--- src/rtl/ysyx_25060166_ifu.sv ---
// Instruction fetch unit for the RV32E NPC: PC register, one-outstanding imem fetch, valid/ready hand-off to IDU.
// Optional misaligned-PC trapping is enabled by defining YSYX_25060166_IFU_MISALIGN_TRAP_EN.
module ysyx_25060166_ifu #(
  parameter int              XLEN     = 32,
  parameter logic [XLEN-1:0] RESET_PC = 32'h8000_0000
) (
  input  logic            clk,
  input  logic            rst,
  input  logic            redirect_valid,
  input  logic [XLEN-1:0] redirect_pc,
  output logic            imem_req_valid,
  input  logic            imem_req_ready,
  output logic [XLEN-1:0] imem_req_addr,
  input  logic            imem_resp_valid,
  input  logic [XLEN-1:0] imem_resp_data,
  input  logic            imem_resp_err,
  output logic            inst_valid,
  input  logic            inst_ready,
  output logic [XLEN-1:0] inst,
  output logic [XLEN-1:0] inst_pc,
  output logic            inst_fault
);

  typedef enum logic [1:0] {
    S_REQ  = 2'd0,
    S_WAIT = 2'd1,
    S_HOLD = 2'd2,
    S_DROP = 2'd3
  } state_t;

  state_t          state_r;
  logic [XLEN-1:0] pc_r;
  logic [XLEN-1:0] inst_r;
  logic [XLEN-1:0] inst_pc_r;
  logic            inst_fault_r;
  logic            inst_valid_r;
  logic [XLEN-1:0] redirect_tgt_s;
  logic            misalign_s;
  logic            req_fire_s;

`ifdef YSYX_25060166_IFU_MISALIGN_TRAP_EN
  assign redirect_tgt_s = redirect_pc;
  assign misalign_s     = (pc_r[1:0] != 2'b00);
`else
  // Without trapping, the low two bits are dropped so the PC can never become misaligned.
  assign redirect_tgt_s = redirect_pc & ~{{(XLEN-2){1'b0}}, 2'b11};
  assign misalign_s     = 1'b0;
`endif

  assign imem_req_valid = (state_r == S_REQ) && !misalign_s && !rst;
  assign imem_req_addr  = pc_r;
  assign req_fire_s     = imem_req_valid && imem_req_ready;

  assign inst_valid = inst_valid_r;
  assign inst       = inst_r;
  assign inst_pc    = inst_pc_r;
  assign inst_fault = inst_fault_r;

  // Fetch FSM: PC update (reset > redirect > pc+4), request/response tracking, IDU output registers.
  always_ff @(posedge clk) begin
    if (rst) begin
      state_r      <= S_REQ;
      pc_r         <= RESET_PC;
      inst_r       <= {XLEN{1'b0}};
      inst_pc_r    <= {XLEN{1'b0}};
      inst_fault_r <= 1'b0;
      inst_valid_r <= 1'b0;
    end else begin
      case (state_r)
        S_REQ: begin
          if (redirect_valid) begin
            pc_r    <= redirect_tgt_s;
            state_r <= req_fire_s ? S_DROP : S_REQ;
          end else if (misalign_s) begin
            inst_r       <= {XLEN{1'b0}};
            inst_pc_r    <= pc_r;
            inst_fault_r <= 1'b1;
            inst_valid_r <= 1'b1;
            state_r      <= S_HOLD;
          end else if (req_fire_s) begin
            state_r <= S_WAIT;
          end else begin
            state_r <= S_REQ;
          end
        end
        S_WAIT: begin
          if (redirect_valid) begin
            pc_r    <= redirect_tgt_s;
            state_r <= imem_resp_valid ? S_REQ : S_DROP;
          end else if (imem_resp_valid) begin
            inst_r       <= imem_resp_err ? {XLEN{1'b0}} : imem_resp_data;
            inst_pc_r    <= pc_r;
            inst_fault_r <= imem_resp_err;
            inst_valid_r <= 1'b1;
            state_r      <= S_HOLD;
          end else begin
            state_r <= S_WAIT;
          end
        end
        S_DROP: begin
          if (redirect_valid) begin
            pc_r <= redirect_tgt_s;
          end else begin
            pc_r <= pc_r;
          end
          state_r <= imem_resp_valid ? S_REQ : S_DROP;
        end
        S_HOLD: begin
          // A redirect wins over pc+4 even when the IDU consumes in the same cycle.
          if (redirect_valid) begin
            pc_r         <= redirect_tgt_s;
            inst_valid_r <= 1'b0;
            state_r      <= S_REQ;
          end else if (inst_ready) begin
            pc_r         <= pc_r + {{(XLEN-3){1'b0}}, 3'b100};
            inst_valid_r <= 1'b0;
            state_r      <= S_REQ;
          end else begin
            state_r <= S_HOLD;
          end
        end
        default: begin
          inst_valid_r <= 1'b0;
          state_r      <= S_REQ;
        end
      endcase
    end
  end

endmodule

--- config.mk ---
export PLATFORM = sky130hd
export DESIGN_NAME = ysyx_25060166_ifu
export DESIGN_NICKNAME = d
export VERILOG_FILES = /design/src/rtl/ysyx_25060166_ifu.sv
export SDC_FILE = /design/constraint.sdc
export NUM_CORES = 1
export LEC_CHECK = 0
export CAP_MARGIN = 20
export CORE_UTILIZATION = 35
export CTS_BUF_LIST = sky130_fd_sc_hd__clkbuf_8
export DETAILED_ROUTE_END_ITERATION = 8
export MAX_ROUTING_LAYER = met4
export PLACE_DENSITY = 0.78
export SLEW_MARGIN = 20
export SYNTH_ARGS = -nofsm -noshare
export SYNTH_HDL_FRONTEND = slang
export SYNTH_SLANG_ARGS = --single-unit
--- constraint.sdc ---
create_clock -name clk -period 2.6 [get_ports clk]
set_clock_uncertainty 0.1 [all_clocks]
set_input_delay 0.52 -clock clk [delete_from_list [all_inputs] [get_ports clk]]
set_output_delay 0.52 -clock clk [all_outputs]
set_load 0.05 [all_outputs]
# Word-level counts from Yosys, hierarchy flattened
# Cells that the tools add are included.
# word_totals
reg_bits	100
out_inout_bits	99
word_cells	43
inputBits	71
# classes
reduce_logical	9
bitwise	1
mux	19
n_eq_ne	7
add_sub_neg	1
# ops
op	n
2-to-1 mux 32 bit	4
one-hot mux 32 bit (2 select lines)	1
adder 32 x 3 -> 32 bit, second input constant	1
2-to-1 mux 2 bit	7
one-hot mux 2 bit (4 select lines)	1
2-to-1 mux 1 bit	5
== test 2 bit, second input constant	2
inequality test 2 bit, second input constant	2
AND reduction 4 bit	1
inequality test 3 bit, second input constant	1
AND reduction 3 bit	1
OR reduction 3 bit	1
== test 2 x 1 -> 1 bit, second input constant	1
logical AND 1 bit	2
logical NOT 2 bit	1
inequality test 2 x 1 -> 1 bit, second input constant	1
one-hot mux 1 bit (2 select lines)	1
AND reduction 2 bit	1
nonzero test 2 bit	1
logical NOT 1 bit	1
NOT 1 bit	1

# Depth between registers and ports, before layout
# Gate-level depths: netlist (run 1).
# logic_depth
word_depth	6
mapped_depth	9
mapped_depth_nobuf	6

# Worst setup path after synthesis (run 1)
# OpenSTA, ideal clock, no wires.
# synth_timing
kind	reg2reg
start	register pc_r[12], in the netlist imem_req_addr[12]
end	register pc_r[26], in the netlist imem_req_addr[26]
arrival_time_ns	2.218
setup_ns	0.091
synth_period_minus_slack_ns	2.409
setup_slack_ns	0.191
path_stages_with_launch	5
n_path_buf	0
required_ns	2.409
cell_sequence	dfxtp_1 -> nand4_1 -> or4_4 -> or4_1 -> a311oi_1
# synth_between
elab_chain_len	4
# synth_rtl
element	line_no	rtl
start: declaration	32	logic [XLEN-1:0] pc_r;
start signal: assignment	72	pc_r <= redirect_tgt_s;
start signal: assignment	88	pc_r <= redirect_tgt_s;
start signal: assignment	102	pc_r <= redirect_tgt_s;
adder 32 x 3 -> 32 bit	115	pc_r <= pc_r + {{(XLEN-3){1'b0}}, 3'b100};
2-to-1 mux 32 bit	114	end else if (inst_ready) begin
2-to-1 mux 32 bit	110	if (redirect_valid) begin
one-hot mux 32 bit (2 select lines)	69	case (state_r)
# No other way between the ends. The select of a mux whose other input is x is not followed.
# A chain may end at the register's enable or synchronous reset.

# Worst setup path after layout (run 1)
# layout_timing
start	register pc_r[25], in the netlist imem_req_addr[25]
end	output imem_req_addr[25]
# layout_rtl
element	line_no	rtl
end: declaration	13	output logic [XLEN-1:0] imem_req_addr,
# No word-level cell between the ends.

==> metrics, run 1 <==
Seq cells post-synth=96; Cell Chain, Critical Path=clkdlybuf4s50_1; slew margin rel.=0.409; Setup CP Type=register to output port; top cell type's share of synthesized area=0.438; Num CTS Buffers=9; Detailed Route WL=13600 µm; area of the multi-input gates=2260 µm²; Initial Util=0.362; root buffer cell=clkbuf_8; Max FO, Critical Path=8; FF-to-FF End=imem_req_addr[26]; full die area=13000 µm²; WP data required=1980 ps; ys async rst share=0; Post-Syn Instances=546; Psw=0.958 mW; CP Data Arrival Time=1800 ps; global-route wire length before repair=21600 µm; CP Launch Type=register; setup TNS=0 ps; synth warn=0; # IOs=170; total gr overflow=0; gr usage total=0.216; switch share=0.276; combinational share of power=0.174; register area=1920 µm²; Area contributors post-synth=dfxtp_1, nand2_1, a21oi_1, nand3b_1, clkbuf_1; GPL Wtd Cong=0.839; Mapped Area=4390 µm²; Final period util=0.932; Layout fillers=1140; Lkg Pwr=2.15 nW; post-layout minimum cycle time=2420 ps; HP Class=register to register; port bufs=163; Worst-Skew Late Latency=370 ps; share of layout cells above drive strength 1=0.0572; number of synthesized flops with an enable pin=0; vias in the first global route=4300; vias per cell=5.36; # clock sinks=96; hold path start=inst_pc[30]; Power per Cell Area=536 nW/µm²; drt pass-1 iters=5; most instantiated library cell after synthesis=nand2_1; Slew Limit Fails=0; Post-CTS Setup Inserts=0; H-tree depth=3; num rows=40; largest net degree at the start of global routing=46; CTS Hold Bufs=0; Pint=2.51 mW; CTS tree=built; cell count of the worst hold path=2; Seq pwr share=0.458; Die X=114 µm; CP max-delay cell=clkdlybuf4s50_1; sequential fraction of the synthesis area=0.438; antenna violations before repair=0; Synth Flop Type=dfxtp_1; clock power share=0.368; Final Setup Violations=0; reg2reg start=imem_req_addr[19]; Final Cell Area=6470 µm²; HPWL Detailed=9680 µm; WHS Endpoint=inst_pc[30]; DIE HEIGHT=114 µm; Top delay family on crit path=buffers and inverters; antenna diode count=0; Worst Setup End Kind=output port; post-cts sizing count=0; Netlist cell types=51; Cell Area, Placed=6200 µm²; wire per inst=15.7 µm; vias=4643; layout net count=769; Detail Route Antenna Nets=0; Max Buffers Root-to-Sink=2; worst path bufs/invs=1; CP max stage delay=880 ps; Synth area leader=dfxtp_1; Peak VDD IR=248 µV; Hold Violations, Final=0; R2R depth=4; Max Cap Viol=0; Worst Max-Slew Pin Slew=884 ps; commonest cells in the netlist=nand2_1, dfxtp_1, a21oi_1, clkbuf_1, nand3b_1; Residual DRC=0; max frequency=413 MHz; clock slew at reported path FFs=100 ps; setup slack, reg-to-reg=380 ps; Core ar.=12100 µm²; average cell area after synthesis=8.04 µm²; Initial DRC Count=528; run status=complete, no violations; synthesis-to-finish area growth=47.4%; RSZ-0062 raised after global routing=false
## metal layers
layer	GRT usage	routed length, µm
met4	0.0892	262
met2	0.341	6620
met3	0.0388	835
met5	-	0
met1	0.274	5910
## cell type report
type,instances,area share
Clock inverter,7,0.0219
Timing Repair Buffer,180,0.275
Inverter,9,0.00522
Tap cell,168,0.0325
Sequential cell,96,0.297
Multi-Input combinational cell,398,0.349
Clock buffer,9,0.0192
## cells in the final DEF, fill, tap and decap left out, types with 2 or more instances in the layout
cell type,Yosys,final
ha_1,4,4
nand2_1,109,108
o31ai_1,2,2
a31oi_1,3,3
nor4_1,8,8
conb_1,1,4
a2111oi_0,2,2
buf_4,4,16
clkbuf_8,0,9
nor3_1,9,9
a21oi_1,72,72
xnor2_1,5,5
nand3b_1,33,33
nand4_1,8,8
clkdlybuf4s50_1,0,161
nor2b_1,5,5
a2bb2oi_1,2,2
or3_1,4,4
nor3b_1,3,3
o21ai_0,13,13
xor2_1,2,2
a21o_1,2,2
nor2_1,26,26
inv_1,8,8
nand3_1,10,10
and3_1,6,6
buf_12,0,2
and2_1,6,5
o311ai_0,2,2
or4_1,2,2
a311oi_1,14,14
a211oi_1,13,13
a311o_1,3,3
bufinv_16,0,4
and4_1,9,9
dfxtp_1,96,96
o211ai_1,2,2
## worst max path at each step
| stage | start | endpoint | slack, ps | cells past startpoint |
|---|---|---|---|---|
| after global routing | imem_req_addr[25] | imem_req_addr[25] | 110 | 1 |
| after detailed placement | imem_resp_valid | inst[8] | 100 | 6 |
| final | imem_req_addr[25] | imem_req_addr[25] | 180 | 1 |
| after CTS | imem_req_addr[25] | imem_req_addr[25] | 170 | 1 |
| after global placement | imem_resp_valid | inst[10] | 170 | 6 |
| after floorplan | imem_req_addr[12] | imem_req_addr[26] | 190 | 4 |
## power by group through the flow
stage | Clock, mW | Combinational [mW] | Sequential, mW
floorplan | 0 | 0.192 | 1.76
global placement | 0 | 0.591 | 1.62
detailed placement | 0 | 0.599 | 1.62
CTS | 1.30 | 0.602 | 1.59
global route | 1.37 | 0.638 | 1.60
finish | 1.28 | 0.602 | 1.59
## per-stage QoR
step / util / instances / power [mW] / hold slack (ps) / setup slack, ps
after floorplan: - / 549 / 1.95 / 552 / 191
after global placement: 0.512 / 851 / 2.21 / 338 / 175
after detailed placement: 0.512 / 851 / 2.22 / 344 / 96.7
after CTS: 0.534 / 867 / 3.49 / 356 / 171
after global routing: 0.534 / 867 / 3.61 / 375 / 114
final: 0.534 / 867 / 3.47 / 353 / 178
## kinds of logic after synthesis
| family | after synthesis | share of synthesized area |
|---|---|---|
| XOR/XNOR | 7 | 0.0140 |
| other | 1 | 0.000855 |
| AND/OR/NAND/NOR | 246 | 0.291 |
| adder cells (fa/ha/maj) | 4 | 0.0114 |
| AO/OA/AOI/OAI | 137 | 0.194 |
| buffers and inverters | 55 | 0.0508 |
| flip-flops | 96 | 0.438 |
## flip-flops by register name, indices dropped and copies added, names as in the netlist
signal,flops
imem_req_addr,30
inst,32
inst_fault,1
inst_pc,30
inst_valid,1
state_r,2
No activity file was read; power rests on OpenSTA's default activity.
==> run 2: changes to the inputs <==
--- a/config.mk
+++ b/config.mk
@@ -6,11 +6,13 @@
 export NUM_CORES = 1
 export LEC_CHECK = 0
 export CAP_MARGIN = 20
+export CORE_MARGIN = 5
 export CORE_UTILIZATION = 35
 export CTS_BUF_LIST = sky130_fd_sc_hd__clkbuf_8
 export DETAILED_ROUTE_END_ITERATION = 8
 export MAX_ROUTING_LAYER = met4
-export PLACE_DENSITY = 0.78
+export PLACE_DENSITY = 0.76
+export SKIP_CTS_REPAIR_TIMING = 1
 export SLEW_MARGIN = 20
 export SYNTH_ARGS = -nofsm -noshare
 export SYNTH_HDL_FRONTEND = slang
==> run 2 against run 1 <==
Effect of this change: utilization fell by 1.9 points; design area fell by 0.79%; global-route usage decreased by 2.3 points; wire length increased by 7.0%; die area rose by 15%; critical path depth stayed put; fmax is 0.47% higher; combinational power increased by 1%; final cell count increased by 0.81%; first-iteration DRC count is 27% lower; non-clock buffer count rose by 3; hold slack improved by 0.56 ps; critical endpoint unchanged; largest power group unchanged; highest routed layer unchanged.
==> metrics, run 2 (synthesis results as in run 1) <==
CP Launch Type=register; global-route wire length before repair=22500 µm (+4.0%); Worst Max-Slew Pin Slew=565 ps (-319 ps); Num CTS Buffers=9 (unchanged); HP Class=register to register; commonest non-fill, non-tap cells in the layout=clkdlybuf4s50_1, nand2_1, dfxtp_1; root buffer cell=clkbuf_8; port bufs=163 (unchanged); GPL Wtd Cong=0.891 (+6.2%); DIE HEIGHT=122 µm (+7.0%); FF-to-FF End=imem_req_addr[26]; Max FO, Critical Path=8 (unchanged); WHS Endpoint=inst[27]; RSZ-0062 raised after global routing=false; Top delay family on crit path=buffers and inverters; Cell Chain, Critical Path=clkdlybuf4s50_1; Final Non-Filler Cells=874 (+0.81%); WP data required=1980 ps (about the same); Top Layer Used=met4; setup slack, reg-to-reg=380 ps (about the same); post-layout minimum cycle time=2410 ps (-11.4 ps); Power per Cell Area=492 nW/µm² (-8.2%); final core occ=0.515 (-0.0193); largest net degree at the start of global routing=47 (+2.2%); CP max stage delay=890 ps (about the same); hold path start=inst[27]; slew margin rel.=0.622 (+0.214); max reg flops=32 (unchanged); cell count of the worst hold path=2 (unchanged); CTS tree=built; # clock sinks=96 (unchanged); drt pass-1 iters=5 (unchanged); Final period util=0.927 (-0.00439); Worst-Skew Late Latency=370 ps (about the same); vias per cell=5.33 (-0.52%); routed length on met2=7120 µm (+7.5%); Die X=122 µm (+7.0%); Worst Setup End Kind=output port; R2R depth=4 (unchanged); layout net count=772 (+0.39%); Post-Place Cells=858 (+0.82%); Detail Route Antenna Nets=0 (unchanged); M1 WL=6330 µm (+7.1%); Setup CP Type=register to output port; setup TNS=0 ps (unchanged); Initial DRC Count=387 (-27%); # IOs=170 (unchanged); Peak VDD IR=211 µV (-15%); full die area=14900 µm² (+15%); num rows=41 (+2.5%); Lkg Pwr=2.12 nW (-1.4%); wire per inst=16.7 µm (+6.1%); CP max-delay cell=clkdlybuf4s50_1; Initial Util=0.352 (-0.0103); total gr overflow=0 (unchanged); Final Setup Violations=0 (unchanged); run status=complete, no violations; clock slew at reported path FFs=100 ps (about the same); HPWL Detailed=10700 µm (+10%); CP Data Arrival Time=1790 ps (about the same); Max Buffers Root-to-Sink=2 (unchanged); vias=4656 (+0.28%); max frequency=415 MHz (+0.47%); reg2reg start=imem_req_addr[19]; Residual DRC=0 (unchanged); antenna diode count=0 (unchanged); Slew Limit Fails=0 (unchanged); share of layout cells above drive strength 1=0.0613 (+0.00403); H-tree depth=3 (unchanged); worst path bufs/invs=1 (unchanged); Layout fillers=1188 (+4.2%); antenna violations before repair=0 (unchanged); Hold Violations, Final=0 (unchanged); met3 wire length=992 µm (+19%); vias in the first global route=4451 (+3.5%); synthesis-to-finish area growth=46.2%; Max Cap Viol=0 (unchanged); gr usage total=0.193 (-0.0230); Core ar.=12500 µm² (+2.9%); Detailed Route WL=14600 µm (+7.0%); commonest non-fill, non-tap cell in the layout=clkdlybuf4s50_1
## run 2: power by group
| part | internal, mW | switching [mW] | total [mW] |
|---|---|---|---|
| registers | 1.52 | 0.0725 | 1.59 |
| clock network | 0.368 | 0.586 | 0.954 |
| logic | 0.255 | 0.356 | 0.611 |
## run 2: worst max-delay path by stage
stage | startpoint | to | slack, ps | depth (start not counted)
finish | imem_req_addr[25] | imem_req_addr[25] | 190 | 1
global route | imem_req_addr[9] | imem_req_addr[9] | 130 | 1
CTS | imem_req_addr[25] | imem_req_addr[25] | 180 | 1
detailed placement | inst_ready | imem_req_addr[23] | 130 | 5
global placement | inst_ready | imem_req_addr[23] | 180 | 5
floorplan | imem_req_addr[12] | imem_req_addr[26] | 190 | 4
## run 2: area by class of cell
type	count	area, µm²	area share
Clock inverter	7	62.6	0.00975
Clock buffer	9	124	0.0193
Sequential cell	96	1920	0.300
Inverter	9	33.8	0.00527
Multi-Input combinational cell	398	2260	0.352
Timing Repair Buffer	183	1800	0.280
Tap cell	172	215	0.0335
## run 2: stage by stage
stage / hold slack, ps / cell area [µm²] / setup WS, ps / power [mW]
final: 354 / 6410 / 189 / 3.16
after global placement: 338 / 6230 / 179 / 2.22
after CTS: 357 / 6410 / 184 / 3.18
after floorplan: 552 / 4400 / 191 / 1.95
after global routing: 368 / 6410 / 134 / 3.29
after detailed placement: 343 / 6230 / 135 / 2.23
## run 2: layer usage
metal	GRT usage	vias to the layer above
met1	0.243	2202
met5	-	-
met3	0.0339	12
met4	0.0574	0
li1	-	2245
met2	0.319	197
